`config.mk`:
```
export PLATFORM = sky130hd
export DESIGN_NAME = uart_rx_param
export DESIGN_NICKNAME = d
export VERILOG_FILES = /design/src/rtl/uart_pkg.sv /design/src/rtl/uart_rx_sampler.sv /design/src/rtl/uart_rx_param.sv
export SDC_FILE = /design/constraint.sdc
export NUM_CORES = 1
export LEC_CHECK = 0
export CELL_PAD_IN_SITES_DETAIL_PLACEMENT = 0
export CELL_PAD_IN_SITES_GLOBAL_PLACEMENT = 1
export CORE_ASPECT_RATIO = 1.25
export CORE_MARGIN = 8
export CORE_UTILIZATION = 43
export DETAILED_ROUTE_END_ITERATION = 16
export PLACE_DENSITY = 0.88
export SLEW_MARGIN = 15
export SYNTH_ARGS = -nofsm -noshare
export SYNTH_HDL_FRONTEND = slang
export SYNTH_SLANG_ARGS = --single-unit
```
`constraint.sdc`:
```
create_clock -name clk -period 2.54 [get_ports clk]
set_input_delay 0.508 -clock clk [delete_from_list [all_inputs] [get_ports clk]]
set_output_delay 0.508 -clock clk [all_outputs]
set_load 0.01 [all_outputs]
```
`src/rtl/uart_pkg.sv`:
```
// uart_pkg: shared UART types and helpers for the parametrised receiver and transmitter.
package uart_pkg;

  typedef enum logic [2:0] {
    IDLE,
    START,
    DATA,
    PARITY,
    STOP
  } uart_state_t;

  localparam int PAR_NONE = 0;
  localparam int PAR_ODD  = 1;
  localparam int PAR_EVEN = 2;

  // Clocks per bit; integer division truncates, so the line rate rounds up slightly.
  function automatic int cnt_bps(input int clk_freq, input int baud);
    return clk_freq / baud;
  endfunction

endpackage

```
`src/rtl/uart_rx_sampler.sv`:
```
// uart_rx_sampler: rx synchronizer, falling-edge detect, bit-period divider and
// 3-sample majority vote around the bit centre.
module uart_rx_sampler #(
  parameter int CNT_BPS = 434
) (
  input  logic clk,
  input  logic rst,
  input  logic rx,
  input  logic run,
  output logic start_edge,
  output logic bit_strobe,
  output logic bit_val
);

  localparam int HALF_BPS = CNT_BPS / 2;
  localparam int CW       = $clog2(CNT_BPS);

  localparam logic [CW-1:0] CNT_LAST = CW'(CNT_BPS - 1);
  localparam logic [CW-1:0] VOTE_0   = CW'(HALF_BPS - 1);
  localparam logic [CW-1:0] VOTE_1   = CW'(HALF_BPS);
  localparam logic [CW-1:0] VOTE_2   = CW'(HALF_BPS + 1);

  logic          sync1;
  logic          sync2;
  logic          hist;
  logic          vote0;
  logic          vote1;
  logic [CW-1:0] cnt_div;

  // All three line flops reset high so releasing reset never looks like a start edge.
  always_ff @(posedge clk) begin
    if (rst) begin
      sync1 <= 1'b1;
      sync2 <= 1'b1;
      hist  <= 1'b1;
    end else begin
      sync1 <= rx;
      sync2 <= sync1;
      hist  <= sync2;
    end
  end

  always_ff @(posedge clk) begin
    if (rst || !run) begin
      cnt_div <= '0;
    end else if (cnt_div == CNT_LAST) begin
      cnt_div <= '0;
    end else begin
      cnt_div <= cnt_div + 1'b1;
    end
  end

  always_ff @(posedge clk) begin
    if (rst) begin
      vote0 <= 1'b1;
      vote1 <= 1'b1;
    end else begin
      if (cnt_div == VOTE_0) vote0 <= sync2;
      if (cnt_div == VOTE_1) vote1 <= sync2;
    end
  end

  // The third sample is the live synced value, so the decision lands at HALF_BPS+1.
  assign start_edge = hist & ~sync2;
  assign bit_strobe = run && (cnt_div == VOTE_2);
  assign bit_val    = (vote0 & vote1) | (vote0 & sync2) | (vote1 & sync2);

endmodule

```
`src/rtl/uart_rx_param.sv`:
```
// uart_rx_param: parametrised UART receiver with majority voting and a valid/ready output register.
// The parity state and checker are built only when UART_RX_PARITY_EN is defined.
module uart_rx_param
  import uart_pkg::*;
#(
  parameter int CLK_FREQ    = 50_000_000,
  parameter int BAUD        = 115_200,
  parameter int DATA_BITS   = 8,
  parameter int STOP_BITS   = 1,
  parameter int PARITY_MODE = 0
) (
  input  logic                 clk,
  input  logic                 rst,
  input  logic                 en,
  input  logic                 rx,
  output logic [DATA_BITS-1:0] data,
  output logic                 valid,
  input  logic                 ready,
  output logic                 frame_err,
  output logic                 parity_err,
  output logic                 overrun,
  output logic                 busy
);

  localparam int CNT_BPS = cnt_bps(CLK_FREQ, BAUD);

  localparam logic [3:0] LAST_DATA = 4'(DATA_BITS - 1);
  localparam logic [3:0] LAST_STOP = 4'(STOP_BITS - 1);

  if (CNT_BPS < 8 || DATA_BITS < 5 || DATA_BITS > 9 ||
      STOP_BITS < 1 || STOP_BITS > 2 || PARITY_MODE < 0 || PARITY_MODE > 2) begin : g_cfg_check
    $error("uart_rx_param: illegal parameter combination");
  end

  uart_state_t          state;
  uart_state_t          state_nxt;
  logic                 start_edge;
  logic                 bit_strobe;
  logic                 bit_val;
  logic                 shift_en;
  logic                 stop_chk;
  logic                 commit;
  logic                 load;
  logic [3:0]           bit_cnt;
  logic [DATA_BITS-1:0] shift_reg;
  logic                 ferr_pend;

`ifdef UART_RX_PARITY_EN
  localparam bit PAR_ACTIVE = (PARITY_MODE != PAR_NONE);
  logic par_chk;
`endif

  uart_rx_sampler #(
    .CNT_BPS(CNT_BPS)
  ) u_sampler (
    .clk       (clk),
    .rst       (rst),
    .rx        (rx),
    .run       (busy),
    .start_edge(start_edge),
    .bit_strobe(bit_strobe),
    .bit_val   (bit_val)
  );

  assign busy = (state != IDLE);
  assign load = commit && (!valid || ready);

  always_ff @(posedge clk) begin
    if (rst) state <= IDLE;
    else     state <= state_nxt;
  end

  always_comb begin
    state_nxt = state;
    shift_en  = 1'b0;
    stop_chk  = 1'b0;
    commit    = 1'b0;
`ifdef UART_RX_PARITY_EN
    par_chk   = 1'b0;
`endif
    case (state)
      IDLE: begin
        if (en && start_edge) state_nxt = START;
      end
      START: begin
        if (bit_strobe) begin
          if (bit_val) state_nxt = IDLE;
          else         state_nxt = DATA;
        end
      end
      DATA: begin
        if (bit_strobe) begin
          shift_en = 1'b1;
          if (bit_cnt == LAST_DATA) begin
`ifdef UART_RX_PARITY_EN
            if (PAR_ACTIVE) state_nxt = PARITY;
            else            state_nxt = STOP;
`else
            state_nxt = STOP;
`endif
          end
        end
      end
`ifdef UART_RX_PARITY_EN
      PARITY: begin
        if (bit_strobe) begin
          par_chk   = 1'b1;
          state_nxt = STOP;
        end
      end
`endif
      STOP: begin
        // Commit at the last stop-bit decision so a back-to-back start edge is not missed.
        if (bit_strobe) begin
          stop_chk = 1'b1;
          if (bit_cnt == LAST_STOP) begin
            commit    = 1'b1;
            state_nxt = IDLE;
          end
        end
      end
      default: state_nxt = IDLE;
    endcase
    if (!en && state != IDLE) begin
      state_nxt = IDLE;
      shift_en  = 1'b0;
      stop_chk  = 1'b0;
      commit    = 1'b0;
`ifdef UART_RX_PARITY_EN
      par_chk   = 1'b0;
`endif
    end
  end

  always_ff @(posedge clk) begin
    if (rst) begin
      bit_cnt   <= '0;
      shift_reg <= '0;
      ferr_pend <= 1'b0;
    end else if (state == IDLE) begin
      bit_cnt   <= '0;
      ferr_pend <= 1'b0;
    end else begin
      if (shift_en) begin
        shift_reg <= {bit_val, shift_reg[DATA_BITS-1:1]};
        bit_cnt   <= (bit_cnt == LAST_DATA) ? 4'd0 : bit_cnt + 4'd1;
      end
      if (stop_chk) begin
        bit_cnt <= bit_cnt + 4'd1;
        if (!bit_val) ferr_pend <= 1'b1;
      end
    end
  end

  // A word arriving while the held word is still unread is dropped and flagged.
  always_ff @(posedge clk) begin
    if (rst) begin
      data      <= '0;
      valid     <= 1'b0;
      frame_err <= 1'b0;
      overrun   <= 1'b0;
    end else begin
      overrun <= 1'b0;
      if (load) begin
        data      <= shift_reg;
        frame_err <= ferr_pend | ~bit_val;
        valid     <= 1'b1;
      end else if (commit) begin
        overrun <= 1'b1;
      end else if (valid && ready) begin
        valid <= 1'b0;
      end
    end
  end

`ifdef UART_RX_PARITY_EN
  logic perr_pend;
  logic perr_q;
  logic par_exp;

  assign par_exp = (PARITY_MODE == PAR_ODD) ? ~(^shift_reg) : (^shift_reg);

  always_ff @(posedge clk) begin
    if (rst || state == IDLE) perr_pend <= 1'b0;
    else if (par_chk)         perr_pend <= (bit_val != par_exp);
  end

  always_ff @(posedge clk) begin
    if (rst)       perr_q <= 1'b0;
    else if (load) perr_q <= perr_pend;
  end

  assign parity_err = perr_q;
`else
  assign parity_err = 1'b0;
`endif

endmodule
```
# After elaboration in Yosys (flattened, before gate mapping)
# Cells that the tools add are included.
# totals
output_inout_bits,13
input_bits,5
word_cells,88
reg_bits,41
# classes
add_sub_neg,2
bitwise_logic,10
eq_ne,15
n_reduce_logical,23
muxes,24
# op_table
operator,count
"== test 9 x 8 -> 1 bit, second input constant",3
2-to-1 mux 3 bit,6
2-to-1 mux 1 bit,13
2-to-1 mux 4 bit,3
"inequality test 2 bit, second input constant",6
case mux 3 bit (4 select lines),1
"adder 9 x 1 -> 9 bit, second input constant",1
"== test 9 bit, second input constant",1
OR reduction 2 bit,4
AND reduction 2 bit,3
AND reduction 6 bit,1
logical AND 1 bit,5
"adder 4 x 1 -> 4 bit, second input constant",1
bitwise AND 1 bit,4
"== test 4 x 3 -> 1 bit, second input constant",1
zero test 4 bit,1
nonzero test 2 bit,2
"== test 3 x 1 -> 1 bit, second input constant",1
"== test 3 x 2 -> 1 bit, second input constant",1
"== test 3 bit, second input constant",1
zero test 1 bit,3
zero test 3 bit,1
inverter 1 bit,3
OR 1 bit,3
other kinds (4),5

# Logic depth before layout (Yosys ltp)
# Gate-level depths: netlist (run 1).
# depth
ltp_word,8
mapped_depth,7
depth_no_buf,6

# Modules after synthesis
# A second synthesis (run 1) with hierarchy kept.
# unflattened
cells_unflattened,219
hier_area_um2,1993.2
# modules_own_cells
mod,instances,cells_per_inst,seq_area_each_um2,area_per_inst_um2
uart_rx_param,1,146,540.5,1322.5
uart_rx_sampler,1,73,280.3,670.6

# Worst setup path after synthesis (run 1)
# Ideal clock, no wire load.
# synth_timing
kind,register to register
startpoint,reg u_sampler.cnt_div[2]
endpoint,reg shift_reg[7]
required_time_ps,2477
stages_incl_launch_ff,5
n_path_buf,0
setup_time_ps,63
arrival_time_ps,1737
slack_ps,740
period_less_slack_ps,1800
path_cell_list,dfxtp_1 or4b_4 nor3_4 mux2_4 nor2_2
# synth_via
elab_chain_len,6
# synth_lines
element,line,rtl
start: declaration,uart_rx_sampler.sv:28,logic [CW-1:0] cnt_div;
start signal: assignment,uart_rx_sampler.sv:49,cnt_div <= cnt_div + 1'b1;
== test 9 x 8 -> 1 bit,uart_rx_sampler.sv:65,assign bit_strobe = run && (cnt_div == VOTE_2);
logical AND 1 bit,uart_rx_sampler.sv:65,
2-to-1 mux 1 bit,uart_rx_param.sv:92,if (bit_strobe) begin
2-to-1 mux 1 bit,uart_rx_param.sv:81,case (state)
2-to-1 mux 1 bit,uart_rx_param.sv:124,if (!en && state != IDLE) begin
AND reduction 2 bit (no source line),--,
end signal: assignment,uart_rx_param.sv:145,"shift_reg <= {bit_val, shift_reg[DATA_BITS-1:1]};"
end: declaration,uart_rx_param.sv:45,logic [DATA_BITS-1:0] shift_reg;
# Every way passes these cells.
# A chain may end at the register's enable or synchronous reset.

# Final worst setup path (run 1)
# layout_timing
startpoint,reg state[0]
endpoint,out busy
# layout_via
elab_chain_len,1
# layout_lines
element,line,rtl
start: declaration,uart_rx_param.sv:35,uart_state_t state;
start signal: assignment,uart_rx_param.sv:70,else state <= state_nxt;
nonzero test 3 bit,uart_rx_param.sv:65,assign busy = (state != IDLE);
end: declaration,uart_rx_param.sv:22,output logic busy
# Every way passes these cells.

==> impl_metrics.csv, run 1 <==
group,metric,value,unit
floorplanning,dieArea,0.00676,mm2
clock_network,h-tree-depth,2,
worst_hold_path,hold_path_end,"u_sampler.sync2",
clock_network,post_cts_buffers,0,
finish,nets,232,
worst_setup_path,r2r_end,"shift_reg[7]",
placement,place.gp.congestion,0.764,
sta,slew_headroom,46.5,%
routing,initialDrtViolationCount,110,
worst_hold_path,min_path_type,"reg2reg",
sta,slew_violations,0,
sta,worst_hold_slack,0.415,ns
worst_setup_path,worst-path-buf-inv,2,
clock_network,cts_resized,0,
placement,dpl.hpwl,2.68,mm
sta,fin_setup_tns,0,ns
pwr,ir_drop,185,uV
yosys,synth_cell_type_count,45,
floorplanning,rows,27,
global_route,grt_pass1_vias,1385,
outcome,outcome,"completed",
worst_setup_path,cp_top_family,"buffers and inverters",
sta,tightest_slew,0.794,ns
yosys,yosysWarnings,0,
worst_setup_path,crit_path_max_fanout,10,
routing,vias_per_cell,5.23,
yosys,synthArstFlopShare,0,%
routing,drt-total-wl,3.70,mm
finish,largest_register_ffs,9,
routing,ant_nets,0,
worst_setup_path,crit_arrival,1.67,ns
yosys,avgSynthCellArea,9.08,um2
yosys,yosys-top-cells-area,"dfxtp_1 (44%), mux2i_1 (5.3%), nor2_1 (4.6%)",
routing,drcViolationCount,0,
routing,vias,1465,
finish,layout_common_cells,"dfxtp_1 (41), nor2_1 (23), clkdlybuf4s50_1 (16)",
floorplanning,start_util,43.8,%
yosys,synth_top_cell_area_share,43.6,%
yosys,synthesis.nets,218,
worst_setup_path,startpoint_type,"flip-flop",
finish,final_common_cell,"dfxtp_1",
clock_network,clock_path_buffers,2,
sta,final.period_utilization,85.9,%
worst_hold_path,holdPathStages,1,
global_route,grt_pass1_wl,6.53,mm
yosys,synth_edf_count,0,
worst_hold_path,hold_start,"u_sampler.sync1",
worst_setup_path,timing.rr.start,"u_sampler.cnt_div[5]",
yosys,syn_inst,207,
sta,skew,0.00539,ns
worst_setup_path,crit_slowest_cell,"clkdlybuf4s50_1",
worst_setup_path,worstSetupPathType,"reg2out",
yosys,ys_ff_latch,41,
routing,routedWlPerCell,13.2,um
sta,rsz0062_at_grt,"no",
clock_network,clock_sinks,41,
clock_network,cts-hold-fix-buffers,0,
clock_network,clock_latency,0.29,ns
sta,max_freq,0.458,GHz
worst_setup_path,crit_required,2.03,ns
pwr,p_per_area,499,mW/mm2
global_route,antenna_found_initial,0,
floorplanning,fp.dieW,75.2,um
worst_setup_path,critPathMaxStageDelay,0.49,ns
clock_network,numCtsBuffers,5,
global_route,grt_overflow,0,
clock_network,cts_tree,"done",
clock_network,path_clk_slew,0.07,ns
worst_setup_path,cp-end-kind,"primary output",
worst_setup_path,cp_cell_sequence,"nor3_1, inv_1, clkdlybuf4s50_1",
finish,layout-drive-gt1-share,10.8,%
routing,first_pass_iters,4,
global_route,grt_max_degree,20,
sta,hold_viol,0,
floorplanning,core_area,0.00429,mm2
yosys,synth_area,0.00188,mm2
finish,area_growth,15.1,%
pwr,cellLeakagePower,0.733,nW
placement,io_buffer_count,16,
flow_run,drv_cap,0,
yosys,yosys.area.top_type,"dfxtp_1",
global_route,grt.total_usage,12.0,%
clock_network,cts-root-buf,"clkbuf_8",
worst_setup_path,reg2reg_slack,0.63,ns
yosys,ys_seq_area_share,43.6,%
floorplanning,die_y,89.9,um
finish,n_antenna_cell,0,
worst_setup_path,r2r.worst_path.cells,4,
yosys,synth_ff_type,"dfxtp_1",
sta,setup_violations,0,
sta,layout_min_cycle_time,2.18,ns
floorplanning,io_pins,18,
## kinds of logic after synthesis
family          Yosys count  share of synthesized area, %
mux                      11                          6.12
fa+ha+maj                 6                          3.99
compound gates           34                          10.9
other cells               1                         0.199
xor+xnor                  9                          4.19
buf+inv                  19                          4.06
flops                    41                          43.6
simple gates             86                          26.9
## metal layers
metal / global-route usage (%) / vias to the layer above / part of all wire, %
li1: - / 748 / -
met2: 18.9 / 26 / 47
met5: 0 / - / 0
met3: 3.11 / 10 / 3.4
met1: 14.3 / 681 / 47
met4: 6.11 / 0 / 2.5
## cell usage after synthesis, types with 2 or more instances
cell,count
and4_1,2
mux2i_1,10
clkbuf_1,9
a21oi_1,14
o21ai_0,12
a21o_1,2
nor3b_1,2
nand2_1,8
nand2b_1,3
or2_2,4
dfxtp_1,41
xnor2_1,3
xor2_1,6
a31oi_1,2
ha_1,6
nor3_1,6
nor2b_1,2
nor2_1,23
nand3_1,15
or3_1,2
inv_1,8
nand4_1,4
## stage by stage
step,setup WS (ns),cell area (um2),power [mW],std cells,utilization (%)
after floorplan,0.740,1880,0.680,207,-
after global placement,0.298,2080,0.691,272,48.5
after detailed placement,0.293,2080,0.691,272,48.5
after CTS,0.323,2160,1.09,280,50.5
after global routing,0.257,2160,1.12,280,50.5
final,0.359,2160,1.08,280,50.5
## how the worst max path moves through the flow
stage                               from            to  slack, ns  depth (start not counted)
detailed placement                    en  shift_reg[7]       0.29                          5
global placement                      en  shift_reg[7]       0.30                          5
CTS                             state[0]          busy       0.32                          3
finish                          state[0]          busy       0.36                          3
global route                    state[0]          busy       0.26                          3
floorplan           u_sampler.cnt_div[2]  shift_reg[7]       0.74                          4
## layout make-up
type,count,area [um2]
Clock buffer,6,72.6
Clock inverter,2,10.0
Fill cell,414,2130
Inverter,8,30.0
Multi-Input combinational cell,147,983
Sequential cell,41,821
Tap cell,58,72.6
Timing Repair Buffer,18,175
## power breakdown
part / leakage (nW) / internal, mW / switching (mW) / total [mW]
sequential: 0.331 / 0.645 / 0.00301 / 0.648
clock: 0.0450 / 0.190 / 0.215 / 0.405
combinational: 0.357 / 0.0133 / 0.0148 / 0.0281
## worst register-to-register path: cells and delay by family (launching register included)
family | cells | cell delay (ns)
DFF | 1 | 0.41
muxes | 1 | 0.35
and+or+nand+nor | 3 | 1.12
Power figures use the tool's default switching activity.
==> run 2: changes to the inputs <==
--- a/config.mk
+++ b/config.mk
@@ -10,6 +10,7 @@
 export CORE_ASPECT_RATIO = 1.25
 export CORE_MARGIN = 8
 export CORE_UTILIZATION = 43
+export CTS_CLUSTER_SIZE = 30
 export DETAILED_ROUTE_END_ITERATION = 16
 export PLACE_DENSITY = 0.88
 export SLEW_MARGIN = 15
==> results of run 2 <==
Same layout as run 1: the final DEF is identical, and so are final timing and power.
